[src/rtl/control_unit.sv]
// control_unit: multi-cycle fetch/decode/sequence controller that drives the 32-register datapath.
module control_unit #(
    parameter int SIZE = 32,
    parameter logic [3:0] SEL_ADD = 4'b0010,
    parameter logic [3:0] SEL_PASSA = 4'b0000
) (
    input  logic                     clk,
    input  logic                     reset,
    input  logic [31:0]              instr_in,
    input  logic                     imem_ack,
    input  logic                     dmem_ack,
    input  logic                     C,
    input  logic                     V,
    input  logic                     N,
    input  logic                     Z,
    input  logic [SIZE-1:0]          Addr_in,
    output logic                     imem_req,
    output logic [SIZE-1:0]          PC_out,
    output logic [SIZE-1:0]          Link_out,
    output logic                     we,
    output logic                     MuxB_sel,
    output logic                     MuxD_sel,
    output logic                     MuxR_sel,
    output logic [3:0]               Sel,
    output logic [$clog2(SIZE)-1:0]  AA,
    output logic [$clog2(SIZE)-1:0]  BA,
    output logic [$clog2(SIZE)-1:0]  DA,
    output logic [SIZE-1:0]          Constant_in,
    output logic                     dmem_rd,
    output logic                     dmem_wr,
    output logic                     halted
);
    localparam int AW = $clog2(SIZE);
    typedef enum logic [1:0] {FETCH, EXEC, MEM, HALT} state_t;
    state_t state;
    logic [31:0] ir;
    logic [SIZE-1:0] pc, pc_inc, imm, target;
    logic [3:0] flags;
    logic [5:0] op;
    logic [AW-1:0] fd, fa, fb;
    logic alu, ld, st, jal, jr, taken, exec, mem, mem_op, ld_wb, alu_x;
    assign op = ir[31:26];
    assign fd = ir[21 +: AW];
    assign fa = ir[16 +: AW];
    assign fb = ir[11 +: AW];
    assign imm = SIZE'($signed(ir[15:0]));
    assign pc_inc = pc + SIZE'(1);
    assign alu = ~op[5];
    assign ld = op == 6'h20;
    assign st = op == 6'h21;
    assign jal = op == 6'h35;
    assign jr = op == 6'h36;
    // flags are held as {V,C,N,Z} so op[1:0] of BZ/BN/BC/BV indexes the tested bit directly
    assign taken = (op == 6'h34) | jal | ((op[5:2] == 4'b1100) & flags[op[1:0]]);
    assign target = jr ? Addr_in : taken ? pc_inc + imm : pc_inc;
    always_ff @(posedge clk) begin
        if (reset) begin
            state <= FETCH;
            pc <= '0;
            ir <= '0;
            flags <= '0;
        end else begin
            case (state)
                FETCH: if (imem_ack) begin
                    ir <= instr_in;
                    state <= EXEC;
                end
                EXEC: begin
                    if (alu) flags <= {V, C, N, Z};
                    if (ld | st) state <= MEM;
                    else if (op == 6'h3F) state <= HALT;
                    else begin
                        pc <= target;
                        state <= FETCH;
                    end
                end
                MEM: if (dmem_ack) begin
                    pc <= pc_inc;
                    state <= FETCH;
                end
                default: ;
            endcase
        end
    end
    assign exec = state == EXEC;
    assign mem = state == MEM;
    assign alu_x = exec & alu;
    // load/store controls stay up from EXEC through the whole memory wait
    assign mem_op = (exec | mem) & (ld | st);
    assign ld_wb = mem & ld & dmem_ack;
    assign imem_req = state == FETCH;
    assign halted = state == HALT;
    assign PC_out = pc;
    assign Link_out = pc_inc;
    assign Constant_in = imm;
    assign Sel = alu_x ? op[3:0] : (exec & jr) ? SEL_PASSA : mem_op ? SEL_ADD : 4'b0;
    assign MuxB_sel = (alu_x & op[4]) | mem_op;
    assign MuxD_sel = alu_x;
    assign MuxR_sel = alu_x | ld_wb;
    assign we = alu_x | (exec & jal) | ld_wb;
    assign DA = (alu_x | (exec & jal) | ld_wb) ? fd : '0;
    assign AA = (alu_x | (exec & jr) | mem_op) ? fa : '0;
    assign BA = alu_x ? fb : (mem_op & st) ? fd : '0;
    assign dmem_rd = mem_op & ld;
    assign dmem_wr = mem_op & st;
endmodule

[config.mk]
export PLATFORM = sky130hd
export DESIGN_NAME = control_unit
export DESIGN_NICKNAME = d
export VERILOG_FILES = /design/src/rtl/control_unit.sv
export SDC_FILE = /design/constraint.sdc
export NUM_CORES = 1
export LEC_CHECK = 0
export CORE_MARGIN = 8
export CORE_UTILIZATION = 25
export CTS_CLUSTER_SIZE = 30
export DETAILED_ROUTE_END_ITERATION = 16
export DONT_BUFFER_PORTS = 1
export GPL_ROUTABILITY_DRIVEN = 0
export HOLD_SLACK_MARGIN = 0.08
export PLACE_DENSITY_LB_ADDON = 0.12
export RECOVER_POWER = 25
export SLEW_MARGIN = 5
export SYNTH_ARGS = -nofsm -noshare
export SYNTH_HDL_FRONTEND = slang
export SYNTH_SLANG_ARGS = --single-unit
[constraint.sdc]
create_clock -name clk -period 7.4 [get_ports clk]
set_input_delay 0.74 -clock clk [delete_from_list [all_inputs] [get_ports clk]]
set_output_delay 0.74 -clock clk [all_outputs]
set_load 0.03 [all_outputs]
==> results.cfg <==
[floorplan]
chipWidth_um = 172
start_util_pct = 25.2
io_pins = 195
coreArea_sq_um = 24100
rows = 57
die_h_um = 172
die-area_sq_um = 29500

[cts]
cts_num_sinks = 70
h-tree-depth = 3
clock_latency_ns = 0.36
cts_resized = 0
cts_tree = done
clk_pin_slew_ns = 0.07
cts.path.max_buffers = 2
cts_root_buf = clkbuf_16
post_cts_buffers = 0
postCtsHoldBufs = 0
cts_inserted_buffers = 9

[global_routing]
grt_pass1_wl_mm = 39.1
grt.overflow.total = 0
antenna_found_initial = 0
grt_max_degree = 62
track_usage_pct = 17.7
grt_pass1_vias = 6011

[setup_path]
crit_path_max_incr_delay_ns = 0.76
cp_slowest_cell = xor2_1
crit_path_start_kind = flip-flop
crit_fanout = 9
cp_data_arrival_time_ns = 5.32
endpoint_kind = flip-flop
path_class = flip-flop to flip-flop
cp.required_ns = 7.62
cp_cell_sequence = nand3_1 -> nor3b_2 -> nand2_1 -> nor3_1 -> xor2_1 -> ha_1 -> nand2_1 -> o21ai_0 -> o21ai_0 -> nand4_1 -> o41ai_1 -> a41o_1 -> or3_1 -> a31oi_1 -> a21oi_1

[sta]
worstMarginPinSlew_ns = 1.19
fin_crit_ns = 5.10
fin_worst_skew_ns = 0.0104
rsz0062_at_grt = false
drv_slew = 0
setup_viol = 0
setup-tns-final_ns = 0
hold_violations = 0
max_slew_margin_pct = 20.7
fmax_ghz = 0.196
period_share_pct = 69.0

[synth]
synth_ff_type = dfxtp_1
synth-seq-cells = 70
yosysTopAreaCellShare_pct = 23.1
seq_area_frac_synth_pct = 23.1
synth.area.top_cells = dfxtp_1, ha_1, nand2_1, a21oi_1, xnor2_1
synth_most_common_cell = nand2_1
syn_inst = 823
synth_nets = 940
yosys_warnings = 0
synth_top_cell_by_area = dfxtp_1
synth_common_cells = nand2_1, a21oi_1, dfxtp_1
syn_area_sq_um = 6070
synth-async-reset-ratio_pct = 0
yosysUniqueCellTypes = 73
syn-mean-instance-area_sq_um = 7.37
synth-edff-count = 0

[placement]
io_buffer_count = 0
dp_hpwl_mm = 20.2
placed_area_sq_um = 6200

[job]
timing.max_cap.violations = 0

[detailed_routing]
avgViaCountPerCell = 5.31
vias = 5860
dr.pass1.iters = 4
routed_wl_mm = 26.3
wire_per_inst_um = 23.8
drc_errors = 0
drtAntennaViolNets = 0
drtIter0Drc = 323

[cells_and_area]
n_antenna_cell = 0
multiInputGateArea_sq_um = 4220
area_delta_synth_final_pct = 7.47
finish.instance_area_sq_um = 6520
n_fill_cell = 2732
finalNetCount = 892
layout-drive-gt1-share_pct = 6.54
regArea_sq_um = 1410

[power_and_ir_drop]
totalPowerFinal_mw = 1.24
p_per_area_nw_per_um2 = 191
ir_drop_v = 0.0000998
total_leakage_power_nw = 2.53

[min_path]
hold_path_class = flip-flop to flip-flop

[run_status]
outcome = complete, no violations
[flip-flops by register name, indices dropped and copies added, names as in the netlist]
register	cells
flags	4
state	2
PC_out	32
ir	32
[kinds of logic after synthesis]
family                     after synthesis  share of synthesized area [%]
AOI/OAI and AO/OA                      246                           26.3
xor gates and xnor gates                56                           8.52
adders and majority gates               45                           9.40
buffers and inverters                   85                           7.42
DFF                                     70                           23.1
muxes                                    2                          0.536
and+or+nand+nor                        319                           24.7
[per-stage QoR]
| step | hold slack, ns | cells | setup WS [ns] | util (%) |
|---|---|---|---|---|
| 2_1_floorplan | 0.432 | 823 | 3.19 | - |
| 3_3_place_gp | 0.432 | 1088 | 2.18 | 25.7 |
| 3_5_place_dp | 0.437 | 1088 | 2.30 | 25.7 |
| 4_1_cts | 0.436 | 1104 | 2.28 | 27.0 |
| 5_1_grt | 0.432 | 1104 | 2.02 | 27.0 |
| 6_report | 0.446 | 1104 | 2.30 | 27.0 |
[layer usage]
layer / GRT usage, % / wire length, um
met1: 21.7 / 11500
met2: 28.8 / 11900
met3: 6.31 / 2290
met4: 5.02 / 529
met5: 0 / 0
[final timing paths]
kind	startpoint	endpoint	slack, ns	cells past startpoint
worst max-delay path	PC_out[11]	PC_out[31]	2.30	15
worst min-delay path	ir[20]	ir[20]	0.45	2
worst max register to register	PC_out[11]	PC_out[31]	2.30	15
worst min register to register	ir[20]	ir[20]	0.45	2
[where the power goes]
part	switching [mW]	total, mW	internal (mW)
sequential	0.0688	0.470	0.401
combinational	0.188	0.268	0.0805
clock	0.206	0.505	0.299
[placed cells by master (no fill, tap or decap), types with 3 or more instances in the layout]
cell and count:
o31ai_1 3, a31oi_1 9, xor2_1 17, o21ai_0 39, a211oi_1 7, o211ai_1 8
nand2b_1 6, nand3_1 33, and2_1 16, nand4_1 10, inv_1 12, nor2b_1 9
clkbuf_16 9, a221oi_1 6, or4_1 4, xnor2_1 37, nand2_1 144, nor2_1 51
a22oi_1 6, ha_1 44, o22ai_1 5, a31o_2 3, or3_1 4, o221a_2 4
dfxtp_1 69, buf_4 13, a21o_1 20, a221o_1 3, a22o_1 6, a21oi_1 91
nor3_1 16, and3_1 10, o221ai_1 8
[cell type report]
class | instances | area share [%]
clock buffers | 10 | 3.51
clock inverters | 6 | 1.42
inverters | 12 | 0.691
multi-input cells | 668 | 64.7
flip-flops and latches | 70 | 21.6
well taps | 324 | 6.22
repair buffers | 14 | 1.92
[critical path, delay by kind of cell (launching register included)]
family | cells | cell delay, ns
and+or+nand+nor | 7 | 2.09
AOI/OAI and AO/OA | 6 | 1.07
DFF | 1 | 0.67
adders and majority gates | 1 | 0.40
xor gates and xnor gates | 1 | 0.76
Note: power is estimated with default switching activity, not from simulation.
